[config.mk]
export PLATFORM = sky130hd
export DESIGN_NAME = con4_win_check_flat
export DESIGN_NICKNAME = d
export VERILOG_FILES = /design/src/rtl/con4_pkg.sv /design/src/rtl/con4_win_check_if.sv /design/src/rtl/con4_step_gen.sv /design/src/rtl/con4_win_check.sv /design/src/flat_wrapper.sv
export SDC_FILE = /design/constraint.sdc
export NUM_CORES = 1
export LEC_CHECK = 0
export CORE_AREA = 2 2 146 148
export CTS_BUF_LIST = sky130_fd_sc_hd__clkbuf_2 sky130_fd_sc_hd__clkbuf_4 sky130_fd_sc_hd__clkbuf_8
export DETAILED_ROUTE_END_ITERATION = 12
export DIE_AREA = 0 0 148 150
export GPL_ROUTABILITY_DRIVEN = 0
export PLACE_DENSITY = 0.64
export SKIP_LAST_GASP = 1
export SLEW_MARGIN = 20
export SYNTH_ARGS = -nofsm -noshare
export SYNTH_HDL_FRONTEND = slang
export SYNTH_SLANG_ARGS = --single-unit
[constraint.sdc]
create_clock -name clk -period 7.9 [get_ports clk]
set_clock_uncertainty 0.15 [all_clocks]
set_input_delay 1.185 -clock clk [delete_from_list [all_inputs] [get_ports clk]]
set_output_delay 1.185 -clock clk [all_outputs]
set_load 0.1 [all_outputs]
[src/rtl/con4_pkg.sv]
// rtl/con4_pkg.sv - board geometry, cell codes, walk directions and index helpers
package con4_pkg;
  localparam int ROWS  = 6;
  localparam int COLS  = 7;
  localparam int CELLS = ROWS * COLS;
  localparam logic [2:0] ROW_LAST = 3'(ROWS - 1);
  localparam logic [2:0] COL_LAST = 3'(COLS - 1);

  typedef enum logic [1:0] {EMPTY = 2'b00, P1 = 2'b01, P2 = 2'b10} cell_t;
  typedef enum logic [1:0] {DIR_H, DIR_V, DIR_D1, DIR_D2} dir_t;
  typedef enum logic [1:0] {IDLE, WALK, DONE} state_t;

  function automatic logic [5:0] cell_idx(logic [2:0] row, logic [2:0] col);
    return 6'(row) * 6'(COLS) + 6'(col);
  endfunction

  // Off-board coordinates read as EMPTY so callers never index past the board.
  function automatic logic [1:0] cell_at(logic [2*CELLS-1:0] board, logic [2:0] row, logic [2:0] col);
    if (row > ROW_LAST || col > COL_LAST) return EMPTY;
    return board[{cell_idx(row, col), 1'b0} +: 2];
  endfunction

  // A slot is {direction, half}; half 1 walks the negated delta.
  function automatic logic signed [4:0] slot_dr(logic [2:0] slot);
    logic signed [4:0] d;
    d = (dir_t'(slot[2:1]) == DIR_H) ? 5'sd0 : 5'sd1;
    return slot[0] ? -d : d;
  endfunction

  function automatic logic signed [4:0] slot_dc(logic [2:0] slot);
    logic signed [4:0] d;
    case (dir_t'(slot[2:1]))
      DIR_H, DIR_D1: d = 5'sd1;
      DIR_V:         d = 5'sd0;
      default:       d = -5'sd1;
    endcase
    return slot[0] ? -d : d;
  endfunction

  function automatic logic in_bounds(logic signed [4:0] row, logic signed [4:0] col);
    return (row >= 5'sd0) && (row <= $signed({2'b00, ROW_LAST})) &&
           (col >= 5'sd0) && (col <= $signed({2'b00, COL_LAST}));
  endfunction
endpackage

[src/rtl/con4_win_check_if.sv]
// rtl/con4_win_check_if.sv - request/result bundle of the win checker
interface con4_win_check_if;
  import con4_pkg::*;

  logic                 start;
  logic [2*CELLS-1:0]   board;
  logic [2:0]           last_row;
  logic [2:0]           last_col;
  logic [1:0]           player;
  logic                 busy;
  logic                 done;
  logic                 win;
  logic                 draw;
  logic                 bad_req;

  modport master (output start, board, last_row, last_col, player,
                  input  busy, done, win, draw, bad_req);
  modport slave  (input  start, board, last_row, last_col, player,
                  output busy, done, win, draw, bad_req);
endinterface

[src/rtl/con4_step_gen.sv]
// rtl/con4_step_gen.sv - picks the next in-bounds probe, skipping off-board half-walks
module con4_step_gen
  import con4_pkg::*;
(
  input  logic       first,
  input  logic       cont,
  input  logic [2:0] org_row,
  input  logic [2:0] org_col,
  input  logic [2:0] cur_row,
  input  logic [2:0] cur_col,
  input  dir_t       cur_dir,
  input  logic       cur_half,
  output logic       nxt_valid,
  output logic [2:0] nxt_row,
  output logic [2:0] nxt_col,
  output dir_t       nxt_dir,
  output logic       nxt_half,
  output logic       nxt_same,
  output logic       nxt_new_dir
);
  logic [2:0]        cur_slot;
  logic [2:0]        slot;
  logic signed [4:0] cr, cc;

  assign cur_slot = {cur_dir, cur_half};

  always_comb begin
    nxt_valid   = 1'b0;
    nxt_row     = 3'd0;
    nxt_col     = 3'd0;
    nxt_dir     = DIR_H;
    nxt_half    = 1'b0;
    nxt_same    = 1'b0;
    nxt_new_dir = 1'b0;
    slot        = 3'd0;
    cr          = 5'sd0;
    cc          = 5'sd0;
    if (!first && cont) begin
      cr = $signed({2'b00, cur_row}) + slot_dr(cur_slot);
      cc = $signed({2'b00, cur_col}) + slot_dc(cur_slot);
      if (in_bounds(cr, cc)) begin
        nxt_valid = 1'b1;
        nxt_row   = cr[2:0];
        nxt_col   = cc[2:0];
        nxt_dir   = cur_dir;
        nxt_half  = cur_half;
        nxt_same  = 1'b1;
      end
    end
    // Later half-walks whose first cell is off-board cost no cycle.
    for (int j = 0; j < 8; j++) begin
      slot = 3'(j);
      if (!nxt_valid && (first || slot > cur_slot)) begin
        cr = $signed({2'b00, org_row}) + slot_dr(slot);
        cc = $signed({2'b00, org_col}) + slot_dc(slot);
        if (in_bounds(cr, cc)) begin
          nxt_valid   = 1'b1;
          nxt_row     = cr[2:0];
          nxt_col     = cc[2:0];
          nxt_dir     = dir_t'(slot[2:1]);
          nxt_half    = slot[0];
          nxt_new_dir = first || (dir_t'(slot[2:1]) != cur_dir);
        end
      end
    end
  end
endmodule

[src/rtl/con4_win_check.sv]
// rtl/con4_win_check.sv - connect-four win/draw checker walking outward from the last move
module con4_win_check
  import con4_pkg::*;
#(
  parameter int WIN_LEN = 4
) (
  input logic            clk,
  input logic            rst,
  con4_win_check_if.slave bus
);
  localparam logic [2:0] WIN_CNT  = 3'(WIN_LEN);
  localparam logic [2:0] HALF_MAX = 3'(WIN_LEN - 1);

  state_t             state, state_nx;
  logic [2*CELLS-1:0] board_q;
  logic [1:0]         player_q;
  logic [2:0]         org_row, org_col, cur_row, cur_col, steps, count;
  dir_t               dir_q;
  logic               half_q, win_q, draw_q, bad_q;

  logic               bad_in, match, hit_win, cont, full, draw_now;
  logic [2:0]         count_inc, sg_org_row, sg_org_col, sg_row, sg_col;
  logic               sg_valid, sg_half, sg_same, sg_new_dir;
  dir_t               sg_dir;

  always_comb begin
    bad_in = (bus.player != P1 && bus.player != P2) ||
             bus.last_row > ROW_LAST || bus.last_col > COL_LAST ||
             cell_at(bus.board, bus.last_row, bus.last_col) != bus.player;
    match      = (state == WALK) && (cell_at(board_q, cur_row, cur_col) == player_q);
    count_inc  = match ? count + 3'd1 : count;
    hit_win    = match && (count_inc == WIN_CNT);
    cont       = match && (steps + 3'd1 < HALF_MAX);
    sg_org_row = (state == IDLE) ? bus.last_row : org_row;
    sg_org_col = (state == IDLE) ? bus.last_col : org_col;
    full = 1'b1;
    for (int k = 0; k < CELLS; k++)
      if (board_q[2*k +: 2] == EMPTY) full = 1'b0;
    draw_now = (state == DONE) && !win_q && !bad_q && full;
  end

  con4_step_gen u_step (
    .first       (state == IDLE),
    .cont        (cont),
    .org_row     (sg_org_row),
    .org_col     (sg_org_col),
    .cur_row     (cur_row),
    .cur_col     (cur_col),
    .cur_dir     (dir_q),
    .cur_half    (half_q),
    .nxt_valid   (sg_valid),
    .nxt_row     (sg_row),
    .nxt_col     (sg_col),
    .nxt_dir     (sg_dir),
    .nxt_half    (sg_half),
    .nxt_same    (sg_same),
    .nxt_new_dir (sg_new_dir)
  );

  always_comb begin
    state_nx = state;
    case (state)
      IDLE:    if (bus.start) state_nx = (bad_in || !sg_valid) ? DONE : WALK;
      WALK:    if (hit_win || !sg_valid) state_nx = DONE;
      DONE:    state_nx = IDLE;
      default: state_nx = IDLE;
    endcase
  end

  always_ff @(posedge clk or negedge rst) begin
    if (!rst) state <= IDLE;
    else      state <= state_nx;
  end

  always_ff @(posedge clk or negedge rst) begin
    if (!rst) begin
      board_q  <= '0;
      player_q <= 2'b00;
      org_row  <= 3'd0;
      org_col  <= 3'd0;
      cur_row  <= 3'd0;
      cur_col  <= 3'd0;
      steps    <= 3'd0;
      count    <= 3'd0;
      dir_q    <= DIR_H;
      half_q   <= 1'b0;
      win_q    <= 1'b0;
      draw_q   <= 1'b0;
      bad_q    <= 1'b0;
    end else begin
      case (state)
        IDLE: if (bus.start) begin
          board_q  <= bus.board;
          player_q <= bus.player;
          org_row  <= bus.last_row;
          org_col  <= bus.last_col;
          cur_row  <= sg_row;
          cur_col  <= sg_col;
          dir_q    <= sg_dir;
          half_q   <= sg_half;
          steps    <= 3'd0;
          count    <= 3'd1;
          win_q    <= 1'b0;
          draw_q   <= 1'b0;
          bad_q    <= bad_in;
        end
        WALK: if (hit_win) begin
          win_q <= 1'b1;
        end else if (sg_valid) begin
          cur_row <= sg_row;
          cur_col <= sg_col;
          dir_q   <= sg_dir;
          half_q  <= sg_half;
          steps   <= sg_same ? steps + 3'd1 : 3'd0;
          count   <= sg_new_dir ? 3'd1 : count_inc;
        end
        DONE:    draw_q <= draw_now;
        default: ;
      endcase
    end
  end

  assign bus.busy    = (state == WALK);
  assign bus.done    = (state == DONE);
  assign bus.win     = win_q;
  assign bus.draw    = draw_q | draw_now;
  assign bus.bad_req = bad_q;
endmodule

[src/flat_wrapper.sv]
// flat-port wrapper written by rule: the top's interface ports become plain ports
module con4_win_check_flat import con4_pkg::*;
#(
  parameter int WIN_LEN = 4
)
  (clk, rst, bus_start, bus_board, bus_last_row, bus_last_col, bus_player, bus_busy, bus_done, bus_win, bus_draw, bus_bad_req);
  con4_win_check_if bus_i ();
  input logic clk;
  input logic rst;
  input wire logic [$bits(bus_i.start)-1:0] bus_start;
  input wire logic [$bits(bus_i.board)-1:0] bus_board;
  input wire logic [$bits(bus_i.last_row)-1:0] bus_last_row;
  input wire logic [$bits(bus_i.last_col)-1:0] bus_last_col;
  input wire logic [$bits(bus_i.player)-1:0] bus_player;
  output wire logic [$bits(bus_i.busy)-1:0] bus_busy;
  output wire logic [$bits(bus_i.done)-1:0] bus_done;
  output wire logic [$bits(bus_i.win)-1:0] bus_win;
  output wire logic [$bits(bus_i.draw)-1:0] bus_draw;
  output wire logic [$bits(bus_i.bad_req)-1:0] bus_bad_req;
  assign bus_i.start = bus_start;
  assign bus_i.board = bus_board;
  assign bus_i.last_row = bus_last_row;
  assign bus_i.last_col = bus_last_col;
  assign bus_i.player = bus_player;
  assign bus_busy = bus_i.busy;
  assign bus_done = bus_i.done;
  assign bus_win = bus_i.win;
  assign bus_draw = bus_i.draw;
  assign bus_bad_req = bus_i.bad_req;
  con4_win_check #(.WIN_LEN(WIN_LEN)) u_core (.clk(clk), .rst(rst), .bus(bus_i));
endmodule
After elaboration in Yosys (flattened, before gate mapping). Cells that the tools add are included.

Input port bits: 95. Flip-flop bits (word level): 112.

Equal/unequal tests: 17. Mux-type cells: 204. Reduce and logical (&&, ||, !) cells: 122. $add $sub $neg: 22. Bitwise gates (word level): 1. Shift operators: 2. Order comparisons: 39. $mul: 2.

Operator list (number): $shiftx A84 B8 Y2 (2); $mux W3 (53); $mux W1 (102); $logic_not A2 Y1 (44); $mux W2 (28); $ge A5 B1 Y1 const B (11); $le A5 B4 Y1 const B (11); $mux W5 (11); $add A4 B5 Y5 (10); $logic_and A1 B1 Y1 (38); $neg A5 Y5 (5); $pmux W3 S2 (4); $logic_or A1 B1 Y1 (19); $add A6 B3 Y6 (2); $gt A3 B3 Y1 const A (4); $gt A3 B3 Y1 const B (4); $logic_not A1 Y1 (12); $mul A3 B3 Y6 const B (2); $pmux W5 S2 (1); $ne A2 B1 Y1 const B (4); $pmux W2 S2 (2); $add A3 B1 Y3 const B (2); $gt A1 B3 Y1 const A (2); $gt A2 B3 Y1 const A (2); 23 further kinds (34).

Depth between registers and ports, before layout. Gate-level depths: netlist of the first run.

Depth after elaboration: 98. Gate-level depth with buffers: 20.

Cells and area by module. A second synthesis of the first run with hierarchy kept.

Cell total of the unflattened synthesis: 893. Area, all modules: 8298.0 sq um.

By module, submodules not included: con4_win_check (cells each 714, times used 1, seq. area each 2802.7 sq um, area each 6959.2 sq um); con4_step_gen (cells each 179, times used 1, seq. area each 0.0 sq um, area each 1338.8 sq um).

Least setup slack after synthesis of the first run. No wires, ideal clock.

Kind: in2reg. Start point: in bus_last_row[0]. End point: reg u_core.bad_q (netlist: u_core.bus.bad_req). Path buffers: 0. Arrival time: 4.736 ns. Required time: 7.630 ns. Slack: 2.894 ns. Stages: 12. Cells stage by stage: fa_1 > inv_1 > fa_1 > fa_1 > xor2_1 > mux4_2 > mux2i_1 > o22ai_1 > nor4b_1 > o21ai_0 > or2_2 > o21a_1.

Cells in the longest elaborated chain, start to end: 6.

Ends and longest elaborated chain: from (decl) (line flat_wrapper.sv:12) `input wire logic [$bits(bus_i.last_row)-1:0] bus_last_row;`; $mul A3 B3 Y6 or $gt A3 B3 Y1 (tied branches) (line con4_pkg.sv:14, con4_pkg.sv:19, con4_win_check.sv:28); $add A6 B3 Y6 or $logic_or A1 B1 Y1 (tied branches) (line con4_pkg.sv:14, con4_pkg.sv:19); $shiftx A84 B8 Y2 or $mux W1 (tied branches) (line con4_pkg.sv:20, con4_pkg.sv:19); $mux W2 (line con4_pkg.sv:20) `return board[{cell_idx(row, col), 1'b0} +: 2];`; $ne A2 B2 Y1 (line con4_win_check.sv:29) `cell_at(bus.board, bus.last_row, bus.last_col) != bus.player;`; $logic_or A1 B1 Y1 * (line con4_win_check.sv:28) `bus.last_row > ROW_LAST || bus.last_col > COL_LAST ||`; to (signal assigned) (line con4_win_check.sv:105) `bad_q <= bad_in;`; to (decl) (line con4_win_check.sv:19) `logic half_q, win_q, draw_q, bad_q;`.

Every way passes the cells marked *; elsewhere a longest branch is shown, timed or not. A chain may end at the register's enable or synchronous reset.

Worst setup path in the final report of the first run.
Start point: in bus_last_row[2]. End point: reg u_core.state[0].

Cells in the longest elaborated chain, start to end: 33.

Ends and longest elaborated chain: branches (longest 33 deep; another with $mul A3 B3 Y6); to (signal assigned) (line con4_win_check.sv:72) `else state <= state_nx;`; to (decl) (line con4_win_check.sv:14) `state_t state, state_nx;`.

Parallel ways; which one is timed is not known. The select of a mux whose other input is x is not followed.

==> results.md, run 1 <==
* Die ar. at 22,200 um^2
* DRT iter0 DRCs at 467
* CTS Sinks at 112
* Unique masters post-synth at 86
* EDFF count, synth at 0
* Worst-Margin Slew at 1.06 ns
* Final min period at 5.80 ns
* Layout Cells excl Fill at 1,235
* Num CTS Buffers at 9
* Post-synthesis compound-gate area fraction at 12.5%
* Seq/Total Area, Yosys at 34.6%
* Post-DP HPWL at 17.7 mm
* Crit path arrival time at 5.99 ns
* Synthesized area per cell at 9.18 um^2
* Clock latency on the worst-skew pair at 0.42 ns
* Wire per inst at 18.7 um
* Maximum clock rate at 0.172 GHz
* GRT Overall Usage at 21.4%
* Grt total ovfl at 0
* Slew Limit Fails at 0
* Ys flop type: dfrtp_1
* Final setup violation count at 0
* PortBufs at 99
* Antenna Violating Nets Remaining at 0
* Largest net degree at the start of global routing at 101
* Synth Area in Adders at 9.44%
* Largest family of logic cells by synthesized area: simple AND/OR/NAND/NOR gates
* Hold Path Depth at 2
* Setup bufs post-CTS at 0
* First-pass GRT wire length at 37.0 mm
* Max_cap viols at 0
* RSZ-0062 raised after global routing: no
* Clock Tree Root: clkbuf_8
* Internal reg-to-reg setup slack at 2.12 ns
* CTS tree: done
* Placed Cells incl. Taps at 1,219
* I/O pin count at 100
* Layout cells sized above 1 at 11.1%
* Final nets at 1,105
* Length of the first detailed-routing pass in iterations at 5
* Xor/xnor share of the synthesized area at 1.19%
* Initial Utilization at 39.1%
* Synth Warn # at 0
* Max-slew headroom at 29.2%
* Worst hold path class: flop to flop
* CP Max Fanout at 9
* Routed WL at 23.2 mm
* Post-synthesis simple-gate area fraction at 22.4%
* WP data required at 8.09 ns
* Hold_sp: u_core.steps[1]
* H-tree lvl count at 3
* Die width at 148 um
* Mux contribution to synthesized area at 15.4%
* Post-Syn Area at 8090 um^2
* Vias in the first global route at 6,672
* DRC at 0
* Post-CTS sizing at 0
* Setup tns final at 0 ns
* Die Y at 150 um
* Ant. Diodes at 0
* Status: finished, final reports clean
* Initial antenna violation count at 0
* #FFs+latches synth at 112
* CP startpoint kind: input port
* Kind of critical path: input port to flop
* End of the worst hold path: u_core.steps[1]
* Reg2reg start: u_core.cur_row[1]
* Post-synth net total at 1,031
* Worst setup EP type: flop
* Hold Fails Final Rpt at 0
* Syn Inst Count at 881
* Async set-or-reset flop fraction in the synthesized netlist at 100%
* Worst-path clk slew at 0.12 ns
* Hold-fix buffers at CTS at 0
* Clock Path Buffers at 2
* Vias post-DR at 6,828
* Area Growth Syn to Fin at 17.0%
* Row Count at 53
* Depth of the worst register-to-register path at 14
* Worst r2r dst: u_core.cur_row[0]
* Core area at 20,700 um^2
* Tcrit/Tclk final at 73.4%
* Routed vias/inst at 5.53
[cells by family after synthesis]
family / count (synthesis)
AND/OR/NAND/NOR: 408
AO/OA/AOI/OAI: 146
flip-flops: 112
buffers and inverters: 82
multiplexers: 67
adder cells (fa/ha/maj): 55
XOR/XNOR: 11
[cell type report]
| cell class | count | area, um^2 |
|---|---|---|
| Sequential cell | 112 | 2800 |
| Tap cell | 275 | 344 |
| Fill cell | 2044 | 11200 |
| Timing Repair Buffer | 104 | 1030 |
| Inverter | 41 | 154 |
| Clock buffer | 9 | 124 |
| Clock inverter | 7 | 91.3 |
| Multi-Input combinational cell | 687 | 4930 |
[metal layers]
| layer | GRT usage (%) | vias to the layer above | routed length, um |
|---|---|---|---|
| met1 | 28.9 | 3308 | 10100 |
| met3 | 2.96 | 36 | 1210 |
| met5 | 0 | - | 0 |
| met2 | 35.0 | 243 | 11200 |
| met4 | 8.43 | 0 | 695 |
| li1 | - | 3241 | - |
[metrics by stage]
| stage | hold WS (ns) | cell area [um^2] | util (%) | setup slack, ns |
|---|---|---|---|---|
| finish | 0.360 | 9470 | 45.8 | 2.10 |
| global route | 0.392 | 9470 | 45.8 | 1.71 |
| CTS | 0.366 | 9470 | 45.7 | 1.77 |
| detailed placement | 0.338 | 9250 | 44.7 | 1.65 |
| global placement | 0.333 | 9250 | 44.7 | 1.80 |
| floorplan | 0.302 | 8090 | - | 2.89 |
[cells in the mapped netlist, drive strengths merged (4+ instances only)]
| cell | count | area share, % |
|---|---|---|
| inv | 41 | 1.9 |
| clkbuf | 29 | 1.6 |
| mux2i | 18 | 2.4 |
| xnor2 | 7 | 0.76 |
| nand2b | 7 | 0.63 |
| nor3 | 10 | 0.76 |
| xor2 | 4 | 0.43 |
| buf | 12 | 1.0 |
| nand4 | 6 | 0.46 |
| mux4 | 44 | 12 |
| fa | 10 | 2.5 |
| a21o | 6 | 0.57 |
| nor4 | 5 | 0.39 |
| nand3 | 19 | 1.2 |
| nor2 | 23 | 1.1 |
| ha | 45 | 7.0 |
| a31oi | 7 | 0.54 |
| mux2 | 5 | 0.74 |
| and2 | 6 | 0.48 |
| o31ai | 5 | 0.46 |
| nand3b | 5 | 0.46 |
| o211ai | 5 | 0.46 |
| dfrtp | 112 | 35 |
| a21oi | 38 | 2.4 |
| nand2 | 296 | 14 |
| o22ai | 23 | 1.8 |
| o21a | 6 | 0.56 |
| and3 | 5 | 0.45 |
| o21ai | 23 | 1.5 |
[state kept, by name, summed over array words and instances, names as in the netlist]
register,count
u_core.state,2
u_core.cur_col,3
u_core.bus.win,1
u_core.steps,3
u_core.dir_q,2
u_core.cur_row,3
u_core.draw_q,1
u_core.org_col,3
u_core.half_q,1
u_core.count,3
u_core.player_q,2
u_core.org_row,3
u_core.bus.bad_req,1
u_core.board_q,84
[worst max-delay path by stage]
stage | start | end | slack, ns
after global placement | bus_last_row[2] | u_core.bus.bad_req | 1.80
after detailed placement | bus_last_row[2] | u_core.bus.bad_req | 1.65
final | bus_last_row[2] | u_core.state[0] | 2.10
after global routing | u_core.cur_row[1] | u_core.cur_row[0] | 1.71
after floorplan | bus_last_row[0] | u_core.bus.bad_req | 2.89
after CTS | u_core.cur_row[1] | u_core.cur_row[0] | 1.77
[critical path, stage by stage]
cell and delay [ns]:
clkdlybuf4s50_1 0.62, fa_1 0.59, inv_1 0.05, fa_1 0.50, fa_1 0.47, xor2_1 0.76, mux4_2 0.62, mux2i_1 0.23
o22ai_1 0.13, nor4b_1 0.25, o21ai_0 0.15, or2_2 0.30, a21oi_1 0.14
[cell usage in the layout (no fill, tap or decap), types with 5 or more instances in the layout]
| cell | instances |
|---|---|
| nand2_1 | 293 |
| dfrtp_1 | 112 |
| clkdlybuf4s50_1 | 98 |
| mux4_2 | 44 |
| ha_1 | 44 |
| inv_1 | 41 |
| a21oi_1 | 37 |
| o22ai_1 | 23 |
| nor2_1 | 22 |
| o21ai_0 | 20 |
| nand3_1 | 19 |
| mux2i_1 | 17 |
| fa_1 | 10 |
| nor3_1 | 9 |
| clkbuf_8 | 9 |
| xnor2_1 | 7 |
| a31oi_1 | 7 |
| nand2b_1 | 6 |
| nand4_1 | 6 |
| o21a_1 | 6 |
| buf_4 | 6 |
| nor4_1 | 5 |
| o31ai_1 | 5 |
| nand3b_1 | 5 |
| o211ai_1 | 5 |
| a21o_1 | 5 |
Power of run 1 is left out: the tool's default activity adds up to more than one toggle a clock period on the data nets, which glitch-free logic cannot reach.
==> run 2, diff against run 1 <==
--- a/config.mk
+++ b/config.mk
@@ -10,7 +10,7 @@
 export DETAILED_ROUTE_END_ITERATION = 12
 export DIE_AREA = 0 0 148 150
 export GPL_ROUTABILITY_DRIVEN = 0
-export PLACE_DENSITY = 0.64
+export PLACE_DENSITY = 0.66
 export SKIP_LAST_GASP = 1
 export SLEW_MARGIN = 20
 export SYNTH_ARGS = -nofsm -noshare
==> constraint.sdc (replaced) <==
create_clock -name clk -period 5.1 [get_ports clk]
set_clock_uncertainty 0.15 [all_clocks]
set_input_delay 0.765 -clock clk [delete_from_list [all_inputs] [get_ports clk]]
set_output_delay 0.765 -clock clk [all_outputs]
set_load 0.1 [all_outputs]
==> run 2 against run 1 <==
Via count increased by 3.0%. First-iteration DRC count increased by 16%. Global-route usage increased by 0.90 points. Design area increased by 2.7%. Critical path type is now flop to flop. Highest routed layer unchanged.
==> results.md, run 2 (same netlist as run 1, synthesis figures left out) <==
* Clock Tree Root: clkbuf_8
* DP Area at 9480 um^2
* CP startpoint kind: flop
* Initial Utilization at 39.1%
* CTS tree: done
* Routed vias/inst at 5.56
* Status: finished, final reports clean
* Routed WL at 23.8 mm
* GRT Overall Usage at 22.3%
* Met2 WL at 11.6 mm
* Setup tns final at 0 ns
* Crit-path slowest cell: fa_2
* Worst hold path class: flop to flop
* Grt total ovfl at 0
* Crit path arrival time at 4.96 ns
* Row Count at 53
* Fill cell count at 1,974
* First-pass GRT wire length at 38.6 mm
* Die width at 148 um
* Kind of critical path: flop to flop
* DP Worst Slack at 0.105 ns
* Max-slew headroom at 35.1%
* Biggest register: u_core.board_q
* Reg area at 2800 um^2
* Maximum clock rate at 0.207 GHz
* Tcrit/Tclk final at 94.8%
* Ant. Diodes at 0
* Critical-path cell list: fa_1 -> inv_1 -> fa_1 -> fa_2 -> mux4_2 -> mux2i_1 -> mux2i_1 -> and3_1 -> nor4_1 -> o2111a_1 -> a21oi_2 -> o21a_1 -> nor2_2 -> mux2_2
* Final min period at 4.83 ns
* Num CTS Buffers at 9
* DRT iter0 DRCs at 541
* Hold Fails Final Rpt at 0
* Metal3 WL at 1.37 mm
* Most common cell after layout, fill and taps aside: nand2_1
* H-tree lvl count at 3
* Final Worst Setup Slack at 0.267 ns
* DR top layer: met4
* Length of the first detailed-routing pass in iterations at 6
* CP Max Fanout at 5
* I/O pin count at 100
* Max reg flops at 84
* Vias in the first global route at 7,019
* Setup bufs post-CTS at 0
* RSZ-0062 raised after global routing: no
* Final setup violation count at 0
* Largest net degree at the start of global routing at 66
* Clock Path Buffers at 2
* WP data required at 5.23 ns
* Top Family by Delay on Critical Path: adder cells
* Final nets at 1,134
* PortBufs at 99
* Vias post-DR at 7,034
* CTS Sinks at 112
* Max_cap viols at 0
* Initial antenna violation count at 0
* Worst-Margin Slew at 0.970 ns
* Max incr delay on CP at 0.68 ns
* Die ar. at 22,200 um^2
* Wire per inst at 18.8 um
* Crit path buf inv count at 1
* Area Growth Syn to Fin at 20.2%
* Layout cells sized above 1 at 13.8%
* Post-route cell area at 9720 um^2
* Core area at 20,700 um^2
* Metal-1 WL at 10.1 mm
* Commonest cells after routing, fill and taps aside: 293 x nand2_1, 112 x dfrtp_1, 97 x clkdlybuf4s50_1, 45 x ha_1, 44 x mux4_2
* Multi-input combinational cell area at 4930 um^2
* Worst setup EP type: flop
* Slew Limit Fails at 0
* DRC at 0
* Worst-path clk slew at 0.10 ns
* Post-DP HPWL at 18.6 mm
* Clock latency on the worst-skew pair at 0.39 ns
* Antenna Violating Nets Remaining at 0
* Die Y at 150 um
[run 2: final cells by class]
class                           count  share of cell area [%]
Multi-Input combinational cell    687                    50.7
Sequential cell                   112                    28.8
Timing Repair Buffer              133                    13.1
Tap cell                          275                    3.54
Inverter                           41                    1.58
Clock buffer                       10                    1.35
Clock inverter                      6                   0.953
[run 2: path summary, 6_finish.rpt]
path                                    from                  to  slack, ns  cells after the start
min reg2reg                  u_core.steps[1]     u_core.steps[1]       0.37                      2
max reg2reg                u_core.cur_row[0]       u_core.half_q       0.27                     14
max                        u_core.cur_row[0]       u_core.half_q       0.27                     14
min in group asynchronous                rst  u_core.board_q[10]       0.57                      2
max in group asynchronous                rst  u_core.board_q[79]       3.17                      3
min                          u_core.steps[1]     u_core.steps[1]       0.37                      2
[run 2: repair_timing]
item	in CTS	in global routing
hold buffers	1	0
resized for setup	0	1
setup endpoints to repair	0	8
endpoints found under the hold margin	4	0
[run 2: worst reg2reg max path: stages, from the launching register on]
cell      delay, ns
dfrtp_1        0.42
fa_1           0.54
inv_1          0.06
fa_1           0.51
fa_2           0.68
mux4_2         0.32
mux2i_1        0.15
mux2i_1        0.11
and3_1         0.23
nor4_1         0.32
o2111a_1       0.34
a21oi_2        0.12
o21a_1         0.25
nor2_2         0.18
mux2_2         0.36
[run 2: layer usage]
layer,GRT usage [%],up-vias
li1,-,3300
met1,29.3,3412
met2,37.3,278
met3,3.69,44
met4,8.24,0
met5,0,-
[run 2: stage by stage]
step / instances / hold WS, ns / utilization (%)
after CTS: 1264 / 0.362 / 47.0
final: 1264 / 0.367 / 47.0
after floorplan: 881 / 0.302 / -
after global placement: 1247 / 0.319 / 45.8
after detailed placement: 1247 / 0.339 / 45.8
after global routing: 1264 / 0.381 / 47.0
Power of run 2 is left out for the same reason.
==> run 3, diff against run 2 <==
--- a/config.mk
+++ b/config.mk
@@ -9,8 +9,9 @@
 export CTS_BUF_LIST = sky130_fd_sc_hd__clkbuf_2 sky130_fd_sc_hd__clkbuf_4 sky130_fd_sc_hd__clkbuf_8
 export DETAILED_ROUTE_END_ITERATION = 12
 export DIE_AREA = 0 0 148 150
+export DONT_BUFFER_PORTS = 1
 export GPL_ROUTABILITY_DRIVEN = 0
-export PLACE_DENSITY = 0.66
+export PLACE_DENSITY = 0.59
 export SKIP_LAST_GASP = 1
 export SLEW_MARGIN = 20
 export SYNTH_ARGS = -nofsm -noshare
==> run 3 against run 2 <==
Clock-buffer cell count unchanged. Worst hold slack worse by 0.23 ns. Flip-flop and latch count is the same. Register-to-register slack better by 0.04 ns. Sequential share of layout area grew 3.3 points. Final cell count down 8.1%. Routed wire length is 1.3% lower. Fmax up 0.93%. Non-clock buffer count decreased by 102. Design area decreased by 10%. Die area unchanged. Via count down 5.5%. Critical endpoint is now u_core.dir_q[1].
==> results.md, run 3 (same netlist as run 1, synthesis figures left out) <==
* RSZ-0062 raised after global routing: no
* Worst setup EP type: flop
* Row Count at 53
* Vias in the first global route at 6,613
* Most common cell after layout, fill and taps aside: nand2_1
* Vias post-DR at 6,645
* Largest net degree at the start of global routing at 113
* Crit path arrival time at 4.92 ns
* Placed Cells incl. Taps at 1,145
* Ant. Diodes at 0
* Num CTS Buffers at 9
* Hold Fails Final Rpt at 0
* I/O pin count at 100
* PortBufs at 0
* Layout cells sized above 1 at 14.8%
* Length of the first detailed-routing pass in iterations at 5
* Die ar. at 22,200 um^2
* CP startpoint kind: flop
* Reg2reg start: u_core.cur_row[0]
* Biggest register: u_core.board_q
* CTS Sinks at 112
* Maximum clock rate at 0.209 GHz
* Depth of the worst register-to-register path at 14
* Layout Cells excl Fill at 1,161
* Setup tns final at 0 ns
* Clock Tree Root: clkbuf_8
* Core area at 20,700 um^2
* Kind of critical path: flop to flop
* Max-slew headroom at 30.8%
* Worst-Margin Slew at 1.04 ns
* Worst-path clk slew at 0.11 ns
* DRT iter0 DRCs at 490
* Initial antenna violation count at 0
* First-pass GRT wire length at 37.1 mm
* Post-DP HPWL at 17.9 mm
* Clock Path Buffers at 2
* Final min period at 4.79 ns
* Die Y at 150 um
* Status: finished, final reports clean
* Worst hold path class: input port to async pin
* GRT Overall Usage at 21.7%
* Final setup violation count at 0
* Die width at 148 um
* Max_cap viols at 0
* Routed WL at 23.5 mm
* Wire per inst at 20.2 um
* Area Growth Syn to Fin at 7.69%
* Clock latency on the worst-skew pair at 0.40 ns
* Slew Limit Fails at 0
* Routed vias/inst at 5.72
* Tcrit/Tclk final at 93.9%
* DRC at 0
* Max reg flops at 84
* Commonest cells after routing, fill and taps aside: 293 x nand2_1, 112 x dfrtp_1, 45 x ha_1, 44 x mux4_2, 41 x inv_1
* H-tree lvl count at 3
* CTS tree: done
* CP Max Fanout at 7
* Grt total ovfl at 0
* Antenna Violating Nets Remaining at 0
* Worst r2r dst: u_core.dir_q[1]
* Final nets at 1,032
* Setup bufs post-CTS at 0
* Internal reg-to-reg setup slack at 0.31 ns
* WP data required at 5.24 ns
* Initial Utilization at 39.1%
## run 3: cell count changes in the layout (fill, tap and decap cells not counted), sizes merged
cell	before	now
clkdlybuf4s50	97	0
buf	35	31
bufinv	2	1
clkinv	2	1
dlygate4sd3	1	0
inv	42	43
## run 3: layer usage
metal / up-vias / GRT usage, % / part of all wire (%)
met4: 0 / 7.86 / 2.7
met3: 39 / 3.99 / 6.7
met2: 265 / 34.9 / 47
met1: 3242 / 29.4 / 43
li1: 3099 / - / -
met5: - / 0 / 0
## run 3: final cells by class
type,count,area [um^2]
fill,2120,12000
inverter,41,154
multi-input combinational,687,4930
clock buffer,10,138
clock inverter,5,63.8
sequential,112,2800
timing repair buffer,31,278
tap,275,344
## run 3: how the worst max path moves through the flow
stage,startpoint,end,cells after the start
detailed placement,u_core.cur_row[0],u_core.dir_q[1],14
CTS,u_core.cur_row[0],u_core.dir_q[1],14
global route,u_core.cur_row[0],u_core.dir_q[1],14
floorplan,u_core.cur_row[1],u_core.dir_q[0],16
finish,u_core.cur_row[0],u_core.dir_q[1],14
global placement,u_core.cur_row[0],u_core.dir_q[0],14
## run 3: worst max-delay path: stages (launching register included)
cell and delay [ns]:
dfrtp_1 0.41, fa_1 0.53, inv_1 0.05, fa_1 0.50, fa_2 0.68, mux4_2 0.34, mux2i_1 0.15, mux2i_1 0.10
and3_1 0.22, o31a_2 0.33, o211ai_1 0.31, o21ai_2 0.16, o21a_1 0.22, nor2_2 0.18, mux2_2 0.35
## run 3: repair_timing
action | CTS | global route
hold buffers | 1 | 0
setup endpoints to repair | 0 | 11
resized for setup | 0 | 1
hold endpoints to repair | 112 | 0
## run 3: metrics by stage
stage	utilization, %	setup WS (ns)	hold WS, ns	cell area, um^2
CTS	42.1	0.153	0.165	8710
global route	42.1	0.0496	0.174	8710
floorplan	-	0.207	0.302	8090
detailed placement	41.0	0.188	0.321	8480
global placement	41.0	0.275	0.320	8480
finish	42.1	0.311	0.138	8710
Power of run 3 is left out for the same reason.
